===== src/rtl/nexys_starship_score_timer.sv =====
// nexys_starship_score_timer: BCD survival-time score with session high score.
// Counts prescaled ticks while in play, freezes on game over, and latches new highs.
module nexys_starship_score_timer #(
    parameter int TICKS_PER_POINT = 1,
    parameter int PS_W = 8
) (
    input  logic        Clk,
    input  logic        Reset,
    input  logic        tick,
    input  logic        play_flag,
    input  logic        gameover_ctrl,
    output logic [15:0] score_bcd,
    output logic [15:0] hi_bcd,
    output logic        new_high,
    output logic        saturated,
    output logic        q_ST_Idle,
    output logic        q_ST_Run,
    output logic        q_ST_Over
);
    typedef enum logic [1:0] {ST_IDLE = 2'd0, ST_RUN = 2'd1, ST_OVER = 2'd2} state_t;

    state_t          state_q, state_d;
    logic [15:0]     score_q, score_d, hi_q, hi_d, score_inc;
    logic [PS_W-1:0] ps_q, ps_d;
    logic            new_high_q, new_high_d, sat_q, sat_d, carry;

    always_comb begin
        score_inc = score_q;
        carry = 1'b1;
        for (int i = 0; i < 4; i++) begin
            if (carry) begin
                carry = score_q[4*i +: 4] == 4'd9;
                score_inc[4*i +: 4] = carry ? 4'd0 : score_q[4*i +: 4] + 4'd1;
            end
        end
    end

    always_comb begin
        state_d = state_q;
        score_d = score_q;
        hi_d = hi_q;
        ps_d = ps_q;
        new_high_d = new_high_q;
        case (state_q)
            ST_IDLE: begin
                if (play_flag && !gameover_ctrl) begin
                    state_d = ST_RUN;
                    score_d = '0;
                    ps_d = '0;
                    new_high_d = 1'b0;
                end
            end
            ST_RUN: begin
                if (gameover_ctrl) begin
                    state_d = ST_OVER;
                    if (score_q > hi_q) begin
                        hi_d = score_q;
                        new_high_d = 1'b1;
                    end
                end else if (!play_flag) begin
                    state_d = ST_IDLE;
                end else if (tick) begin
                    if (ps_q == PS_W'(TICKS_PER_POINT - 1)) begin
                        ps_d = '0;
                        score_d = (score_q == 16'h9999) ? score_q : score_inc;
                    end else begin
                        ps_d = ps_q + PS_W'(1);
                    end
                end
            end
            ST_OVER: state_d = gameover_ctrl ? ST_OVER : ST_IDLE;
            default: state_d = ST_IDLE;
        endcase
        sat_d = score_d == 16'h9999;
    end

    always_ff @(posedge Clk) begin
        if (Reset) begin
            state_q <= ST_IDLE;
            score_q <= '0;
            hi_q <= '0;
            ps_q <= '0;
            new_high_q <= 1'b0;
            sat_q <= 1'b0;
        end else begin
            state_q <= state_d;
            score_q <= score_d;
            hi_q <= hi_d;
            ps_q <= ps_d;
            new_high_q <= new_high_d;
            sat_q <= sat_d;
        end
    end

    assign score_bcd = score_q;
    assign hi_bcd = hi_q;
    assign new_high = new_high_q;
    assign saturated = sat_q;
    assign q_ST_Run = state_q == ST_RUN;
    assign q_ST_Over = state_q == ST_OVER;
    assign q_ST_Idle = !(q_ST_Run || q_ST_Over);
endmodule


===== config.mk =====
export PLATFORM = sky130hd
export DESIGN_NAME = nexys_starship_score_timer
export DESIGN_NICKNAME = d
export VERILOG_FILES = /design/src/rtl/nexys_starship_score_timer.sv
export SDC_FILE = /design/constraint.sdc
export NUM_CORES = 1
export LEC_CHECK = 0
export ABC_CLOCK_PERIOD_IN_PS = 4740
export BUFFER_PORTS_ARGS = -buffer_cell sky130_fd_sc_hd__buf_2
export CAP_MARGIN = 10
export CORE_MARGIN = 10
export CORE_UTILIZATION = 25
export CTS_CLUSTER_SIZE = 12
export DETAILED_ROUTE_END_ITERATION = 8
export GPL_TIMING_DRIVEN = 0
export PLACE_DENSITY = 0.39
export SLEW_MARGIN = 20
export SYNTH_ARGS = -nofsm -noshare
export SYNTH_HDL_FRONTEND = slang
export SYNTH_SLANG_ARGS = --single-unit

===== constraint.sdc =====
create_clock -name Clk -period 4.74 [get_ports Clk]
set_clock_uncertainty 0.2 [all_clocks]
set_input_delay 0.711 -clock Clk [delete_from_list [all_inputs] [get_ports Clk]]
set_output_delay 0.711 -clock Clk [all_outputs]
set_load 0.03 [all_outputs]

==> impl_metrics.tcl, run 1 <==
set metrics [dict create \
    p_int_uw 598 \
    drtAntennaViolNets 0 \
    drc_errors 0 \
    dieArea_um2 17500 \
    antenna_found_initial 0 \
    core-area_um2 12200 \
    grt_max_degree 14 \
    end_kind "flop" \
    syn-instance-count 390 \
    finalWirelength_mm 10.4 \
    post-route-period-util 0.671 \
    syn_area_per_cell_um2 8.07 \
    ys_async_sr_fraction 0 \
    seq_area_frac_synth 0.280 \
    cts_buffers 5 \
    grt_pass1_wl_mm 16.9 \
    wl_per_cell_um 17.2 \
    period_minus_slack_ns 3.18 \
    final_cell_mix "nand2_1 (50), dfxtp_1 (44), buf_2 (41), nor2_1 (38), ha_1 (30)" \
    crit_arrival_ns 3.18 \
    cts_setup_buffers 0 \
    crit_type "reg -> reg" \
    h-tree-depth 2 \
    gp_congestion 0.812 \
    utilization 0.305 \
    synth_area_um2 3150 \
    portBuffers 40 \
    die_h_um 132 \
    finish.net_count 472 \
    row_count 40 \
    slew_headroom 0.404 \
    grt_remaining_overflow 0 \
    area_growth_pct 17.8 \
    seq_power_share 0.463 \
    power_density_nw_per_um2 217 \
    final_area_um2 3700 \
    ys.flop_type "dfxtp_1" \
    drive_above_1_share 0.151 \
    ys_ff_latch 44 \
    hold_violations 0 \
    grt_usage 0.117 \
    final_common_cell "nand2_1" \
    hp-class "reg -> reg" \
    worstSkewPairLatency_ns 0.29 \
    crit_fanout 8 \
    cap_violations 0 \
    top_level_ports 42 \
    drv_slew 0 \
    p_switching_uw 206 \
    drt_iter0_markers 204 \
    die_x_um 132 \
    vias 3066 \
    slowest_stage "dfxtp_1" \
    power.share.switching 0.256 \
    slowest_delay_ns 0.52 \
    fin_setup_tns_ns 0 \
    first_global_vias 3015 \
    crit_buf_inv 0 \
    placedCellCount 598 \
    crit_chain "ha_1, nand3b_1, or2_1, nor4b_1, mux2_2, o21ai_0, nand4_1, nor4_2" \
    p_comb_frac 0.086 \
    avgViaCountPerCell 5.06 \
    cts_tree "done" \
    cts_hold_buf 0 \
    outcome "finished clean" \
    ys_types 59 \
    path_delay_family "simple AND/OR/NAND/NOR gates" \
    crit_required_ns 4.74 \
    cts_sinks 44 \
    synth_fp_nets 425 \
    clockRootBuffer "clkbuf_16" \
    setup_viol 0 \
    initial_core_util 0.259 \
    cts_resized 0 \
    worst_pin_slew_ns 0.869 \
    synth_edf_count 0 \
    clk_pin_slew_ns 0.06 \
    rsz0062_at_grt "no" \
    diodes 0 \
    clockBufferDepth 2 \
    cp-start-kind "flop" \
    clock.fmax_mhz 315 \
    clkPwrFrac 0.451 \
    stdcell_count 606 \
    placed_cell_area_um2 3560 \
    ir_worst_vdd_uv 126 \
    power.leakage_uw 0.00138 \
    yosysWarnings 0 \
    dp_hpwl_mm 8.09 \
    drt-pass1-iter-count 4 \
    fill_cells 1323 \
]
[synthesized netlist by cell type (all sizes together) (8+ instances only)]
| master | instances | area (um2) |
|---|---|---|
| clkbuf | 17 | 67.6 |
| a32oi | 18 | 158 |
| nand4 | 13 | 96.3 |
| nor3b | 10 | 75.1 |
| nand2 | 50 | 188 |
| dfxtp | 44 | 881 |
| a21oi | 21 | 109 |
| o311ai | 16 | 140 |
| inv | 29 | 109 |
| nand3 | 8 | 40.0 |
| nor3 | 12 | 70.1 |
| ha | 30 | 375 |
| nor2 | 38 | 143 |
| o21ai | 12 | 60.1 |
[power groups by stage]
stage                     clock network [uW]  registers [uW]  logic [uW]
final                                    362             372        69.4
after global placement                     0             381        70.8
after detailed placement                   0             381        70.3
after floorplan                            0             381        48.1
after CTS                                370             372        70.4
after global routing                     382             372        77.2
[area by class of cell]
cell class              count  area, um2  area share
plain buffers              19       83.8      0.0226
flip-flops and latches     44        881       0.238
well taps                 168        210      0.0567
clock buffers               6        139      0.0375
repair buffers             40        200      0.0540
inverters                  30        113      0.0304
multi-input cells         297       2070       0.558
clock inverters             2       10.0     0.00270
[sequential cells by signal, indices dropped and copies added (netlist names)]
| name | flops |
|---|---|
| ps_q | 8 |
| state_q | 2 |
| hi_bcd | 16 |
| new_high | 1 |
| score_bcd | 16 |
| saturated | 1 |
[cell families (layout without fill, tap and decap cells)]
kind of cell             Yosys count  in the layout  share of synthesized area
AND/OR/NAND/NOR                  164            164                      0.286
AO/OA/AOI/OAI                     90             90                      0.213
buffers and inverters             49             97                     0.0624
flip-flops                        44             44                      0.280
adder cells (fa/ha/maj)           30             30                      0.119
XOR/XNOR                           8              8                     0.0223
multiplexers                       5              5                     0.0163
[path summary, 6_finish.rpt]
check | from | end | slack [ns] | cells after the start
hold / removal | new_high | new_high | 0.29 | 2
setup / recovery | score_bcd[0] | saturated | 1.56 | 8
hold reg to reg | new_high | new_high | 0.29 | 2
setup reg to reg | score_bcd[0] | saturated | 1.56 | 8
[stage by stage]
step / hold slack, ns / power [uW] / setup slack [ns]
CTS: 0.295 / 813 / 1.52
floorplan: 0.288 / 429 / 1.85
global placement: 0.272 / 452 / 1.48
detailed placement: 0.278 / 451 / 1.55
global route: 0.300 / 832 / 1.26
finish: 0.293 / 804 / 1.56
[routing by layer]
layer	track usage	share of wire	vias up
met5	0	0	-
li1	-	-	1544
met4	0.0257	0.010	0
met3	0.0259	0.040	11
met1	0.154	0.49	1455
met2	0.190	0.46	56
[worst register-to-register path: stages, from the launching register on]
cell and delay (ns):
dfxtp_1 0.52, ha_1 0.24, nand3b_1 0.27, or2_1 0.42
nor4b_1 0.51, mux2_2 0.38, o21ai_0 0.19, nand4_1 0.13
nor4_2 0.25
(Power assumes the default switching activity.)
==> run 2: changes to the inputs <==
--- a/config.mk
+++ b/config.mk
@@ -5,7 +5,7 @@
 export SDC_FILE = /design/constraint.sdc
 export NUM_CORES = 1
 export LEC_CHECK = 0
-export ABC_CLOCK_PERIOD_IN_PS = 4740
+export ABC_CLOCK_PERIOD_IN_PS = 2800
 export BUFFER_PORTS_ARGS = -buffer_cell sky130_fd_sc_hd__buf_2
 export CAP_MARGIN = 10
 export CORE_MARGIN = 10
@@ -13,7 +13,7 @@
 export CTS_CLUSTER_SIZE = 12
 export DETAILED_ROUTE_END_ITERATION = 8
 export GPL_TIMING_DRIVEN = 0
-export PLACE_DENSITY = 0.39
+export PLACE_DENSITY = 0.4
 export SLEW_MARGIN = 20
 export SYNTH_ARGS = -nofsm -noshare
 export SYNTH_HDL_FRONTEND = slang
==> constraint.sdc (replaced) <==
create_clock -name Clk -period 2.8 [get_ports Clk]
set_clock_uncertainty 0.2 [all_clocks]
set_input_delay 0.42 -clock Clk [delete_from_list [all_inputs] [get_ports Clk]]
set_output_delay 0.42 -clock Clk [all_outputs]
set_load 0.03 [all_outputs]
==> run 2 against run 1 <==
Net effect:
- total power up 68%
- clock-buffer cell count down 1
- setup slack worse by 1.4 ns
- worst hold slack worse by 0.015 ns
- highest routed layer unchanged
==> impl_metrics.tcl, run 2 (synthesis results as in run 1) <==
set metrics [dict create \
    grt_pass1_wl_mm 17.2 \
    grt_max_degree 14 \
    avgViaCountPerCell 5.09 \
    setup_viol 0 \
    cts_sinks 44 \
    cts_buffers 5 \
    vias 3139 \
    final_common_cell "nand2_1" \
    antenna_found_initial 0 \
    dieArea_um2 17500 \
    grt_usage 0.120 \
    diodes 0 \
    cap_violations 0 \
    period_minus_slack_ns 2.67 \
    core-area_um2 12200 \
    final_area_um2 3860 \
    drt_iter0_markers 125 \
    h-tree-depth 2 \
    fill_cells 1306 \
    hold_violations 0 \
    drt-pass1-iter-count 4 \
    clockBufferDepth 2 \
    crit_required_ns 2.81 \
    top_level_ports 42 \
    clk_pin_slew_ns 0.07 \
    power_density_nw_per_um2 349 \
    hold_path_depth 2 \
    ir_worst_vdd_uv 196 \
    die_x_um 132 \
    worstSkewPairLatency_ns 0.29 \
    initial_core_util 0.259 \
    end_kind "flop" \
    post-route-period-util 0.952 \
    placed_cell_area_um2 3560 \
    drv_slew 0 \
    utilization 0.317 \
    finalWirelength_mm 11.0 \
    power.leakage_uw 0.00143 \
    rsz0062_at_grt "no" \
    drc_errors 0 \
    area_growth_pct 22.8 \
    crit_fanout 5 \
    cts_hold_buf 0 \
    cts_tree "done" \
    gp_congestion 0.797 \
    row_count 40 \
    dp_hpwl_mm 8.22 \
    whs_ns 0.278 \
    crit_type "reg -> reg" \
    drive_above_1_share 0.214 \
    grt_remaining_overflow 0 \
    crit_arrival_ns 2.67 \
    stdcell_count 617 \
    hp-class "reg -> reg" \
    final_cell_mix "nand2_1 (50), buf_2 (41), dfxtp_1 (40), nor2_1 (37), ha_1 (29)" \
    portBuffers 40 \
    worst_pin_slew_ns 0.635 \
    cp-start-kind "flop" \
    wl_per_cell_um 17.8 \
    drtAntennaViolNets 0 \
    first_global_vias 3060 \
    rr_worst_depth 9 \
    clock.fmax_mhz 375 \
    outcome "finished clean" \
    clockRootBuffer "clkbuf_16" \
    slew_headroom 0.568 \
    finish.net_count 484 \
    die_h_um 132 \
    placedCellCount 598 \
]
run 2: where the power goes:
| group | switching (uW) | total, uW | internal (uW) |
|---|---|---|---|
| combinational | 92.9 | 132 | 39.1 |
| clock | 261 | 585 | 325 |
| sequential | 2.56 | 630 | 628 |
run 2: worst max-delay path, cell delays in order, from the launching register on:
cell and delay [ns]:
dfxtp_2 0.36, inv_1 0.15, ha_1 0.17, nand3b_1 0.19, nor4_4 0.39, nor3_1 0.09
o32a_1 0.37, a211oi_2 0.28, nand4_1 0.16, nor4_2 0.22
run 2: path summary, 6_finish.rpt:
path	slack, ns	start	end
setup / recovery	0.13	score_bcd[13]	saturated
hold / removal	0.28	new_high	new_high
setup reg to reg	0.13	score_bcd[13]	saturated
hold reg to reg	0.28	new_high	new_high
run 2: area by class of cell:
class	count	area [um2]	area share
Clock buffer	5	125	0.0324
Timing Repair Buffer	52	290	0.0752
Sequential cell	44	886	0.229
Tap cell	168	210	0.0544
Inverter	30	113	0.0292
Clock inverter	2	12.5	0.00324
Multi-Input combinational cell	297	2140	0.553
Buffer	19	87.6	0.0227
run 2: what timing repair did:
item | in CTS | in global routing
endpoints found under the setup margin | 18 | 18
pin swaps | 1 | 7
setup buffers | 4 | 8
hold endpoints to repair | 0 | 0
gates resized for setup | 8 | 15
run 2: metal layers:
layer / vias to the layer above / routed length, um / track usage
met5: - / 0 / 0
met4: 0 / 89 / 0.0275
met3: 9 / 384 / 0.0217
met2: 57 / 5140 / 0.194
met1: 1510 / 5350 / 0.160
li1: 1563 / - / -
run 2: stage by stage:
| step | worst slack (ns) | total power (uW) | TNS (ns) |
|---|---|---|---|
| after floorplan | 0.00493 | 726 | 0 |
| after global placement | -0.279 | 765 | -0.430 |
| after detailed placement | -0.248 | 766 | -0.596 |
| after CTS | 0.0104 | 1360 | 0 |
| after global routing | 0.00800 | 1410 | 0 |
| final | 0.134 | 1350 | 0 |
==> run 3: changes to the inputs <==
--- a/config.mk
+++ b/config.mk
@@ -9,11 +9,11 @@
 export BUFFER_PORTS_ARGS = -buffer_cell sky130_fd_sc_hd__buf_2
 export CAP_MARGIN = 10
 export CORE_MARGIN = 10
-export CORE_UTILIZATION = 25
+export CORE_UTILIZATION = 53
 export CTS_CLUSTER_SIZE = 12
 export DETAILED_ROUTE_END_ITERATION = 8
 export GPL_TIMING_DRIVEN = 0
-export PLACE_DENSITY = 0.4
+export PLACE_DENSITY = 0.75
 export SLEW_MARGIN = 20
 export SYNTH_ARGS = -nofsm -noshare
 export SYNTH_HDL_FRONTEND = slang
==> run 3 against run 2 <==
Net effect:
- critical path depth increased by 1
- total power decreased by 17%
- via count is 0.25% lower
- first-iteration DRC count rose by 52%
- clock-buffer cell count is the same
- register-to-register slack is essentially flat
- flip-flop and latch count unchanged
- sequential power about the same
- die area fell by 46%
- largest cell class unchanged
- highest routed layer unchanged
==> impl_metrics.tcl, run 3 (synthesis results as in run 1) <==
set metrics [dict create \
    cts_buffers 5 \
    grt_max_degree 12 \
    top_level_ports 42 \
    p_switching_uw 298 \
    clock.fmax_mhz 377 \
    diodes 0 \
    drt_iter0_markers 190 \
    r2r_end "saturated" \
    grt_pass1_wl_mm 14.0 \
    final_common_cell "nand2_1" \
    slowest_stage "dfxtp_1" \
    avgViaCountPerCell 6.03 \
    cp-start-kind "flop" \
    clockRootBuffer "clkbuf_8" \
    crit_buf_inv 2 \
    power_density_nw_per_um2 310 \
    grt_usage 0.172 \
    fill_cells 521 \
    final_cell_mix "nand2_1 (50), dfxtp_1 (42), buf_2 (41), nor2_1 (38), ha_1 (30)" \
    drtAntennaViolNets 0 \
    dp_hpwl_mm 6.51 \
    finish.net_count 481 \
    multi_input_area_um2 2110 \
    hp-class "reg -> reg" \
    crit_arrival_ns 2.67 \
    ff_latch_area_um2 883 \
    die_h_um 97.0 \
    p_comb_frac 0.106 \
    period_minus_slack_ns 2.65 \
    crit_type "reg -> reg" \
    rr_startpoint "score_bcd[1]" \
    vias 3131 \
    cts_hold_buf 0 \
    cap_violations 0 \
    drc_errors 0 \
    hold_violations 0 \
    crit_fanout 6 \
    seq_power_share 0.561 \
    p_int_uw 824 \
    antenna_found_initial 0 \
    finalPower_uw 1120 \
    drt-pass1-iter-count 4 \
    slowest_delay_ns 0.48 \
    crit_required_ns 2.82 \
    crit_chain "inv_1, ha_1, nand3b_1, nor4_4, buf_4, or3_4, a21oi_4, o22a_2, nand4b_1, nor4_2" \
    dieArea_um2 9420 \
    clockBufferDepth 2 \
    setup_viol 0 \
    clkPwrFrac 0.333 \
    core-area_um2 5850 \
    area_growth_pct 15.1 \
    gp_congestion 0.925 \
    min_to "new_high" \
    grt_remaining_overflow 0 \
    outcome "finished clean" \
    row_count 28 \
    portBuffers 40 \
    finalWirelength_mm 8.56 \
    post-route-period-util 0.948 \
    clk_pin_slew_ns 0.08 \
    die_x_um 97.0 \
    worstSkewPairLatency_ns 0.30 \
    power.leakage_uw 0.00138 \
    end_kind "flop" \
    first_global_vias 2895 \
    rr_worst_depth 10 \
    hold_path_depth 2 \
    slew_headroom 0.395 \
    reg2reg_slack_ns 0.15 \
    hold_start "new_high" \
    cts_sinks 44 \
    worst_pin_slew_ns 0.882 \
    utilization 0.619 \
    cts_tree "done" \
    power.share.switching 0.266 \
    path_delay_family "simple AND/OR/NAND/NOR gates" \
    h-tree-depth 2 \
    drive_above_1_share 0.182 \
    wl_per_cell_um 16.5 \
    ir_worst_vdd_uv 202 \
    initial_core_util 0.538 \
    drv_slew 0 \
]
run 3: cell count changes in the layout (fill, tap and decap cells not counted), sizes merged:
cell      change
buf           -3
clkinvlp      -1
clkinv        -1
run 3: layout make-up:
cell class,instances,share of cell area
Buffer,19,0.0235
Clock buffer,5,0.0190
Inverter,30,0.0311
Multi-Input combinational cell,297,0.583
Sequential cell,44,0.244
Tap cell,75,0.0259
Timing Repair Buffer,49,0.0739
run 3: layer usage:
layer / up-vias / wire length (um) / part of all wire / track usage
li1: 1548 / - / - / -
met1: 1448 / 3920 / 0.46 / 0.226
met2: 120 / 3840 / 0.45 / 0.272
met3: 15 / 696 / 0.081 / 0.0434
met4: 0 / 106 / 0.012 / 0.0488
met5: - / 0 / 0 / 0
run 3: how the worst max path moves through the flow:
stage,from,to,depth (start not counted)
6_report,score_bcd[1],saturated,10
5_1_grt,score_bcd[5],saturated,9
4_1_cts,score_bcd[1],saturated,9
3_5_place_dp,score_bcd[1],saturated,9
3_3_place_gp,score_bcd[1],saturated,9
2_1_floorplan,score_bcd[4],saturated,8
run 3: power by group through the flow:
stage / Combinational [uW] / Clock, uW / Sequential [uW]
4_1_cts: 112 / 382 / 629
5_1_grt: 130 / 404 / 630
6_report: 119 / 374 / 630
3_3_place_gp: 111 / 0 / 644
2_1_floorplan: 81.4 / 0 / 644
3_5_place_dp: 112 / 0 / 644
run 3: through the flow:
step / hold WS (ns) / cells / setup WS (ns) / setup TNS, ns / instance area, um2
2_1_floorplan: 0.288 / 390 / 0.00493 / 0 / 3150
3_3_place_gp: 0.269 / 505 / -0.261 / -0.261 / 3440
3_5_place_dp: 0.279 / 505 / -0.272 / -0.272 / 3440
4_1_cts: 0.289 / 511 / 0.00636 / 0 / 3530
5_1_grt: 0.304 / 519 / -0.0212 / -0.0212 / 3620
6_report: 0.284 / 519 / 0.145 / 0 / 3620
run 3: what timing repair did:
item                       4_1_cts  5_1_grt
resized for setup                3       10
setup endpoints to repair        1        2
pin swaps                        0        7
setup buffers                    1        8
run 3: worst register-to-register path: cells and delay by family (launching register included):
| family | cells | cell delay [ns] |
|---|---|---|
| buffers and inverters | 2 | 0.30 |
| AND/OR/NAND/NOR | 5 | 1.05 |
| flip-flops | 1 | 0.48 |
| adder cells (fa/ha/maj) | 1 | 0.21 |
| AO/OA/AOI/OAI | 2 | 0.36 |
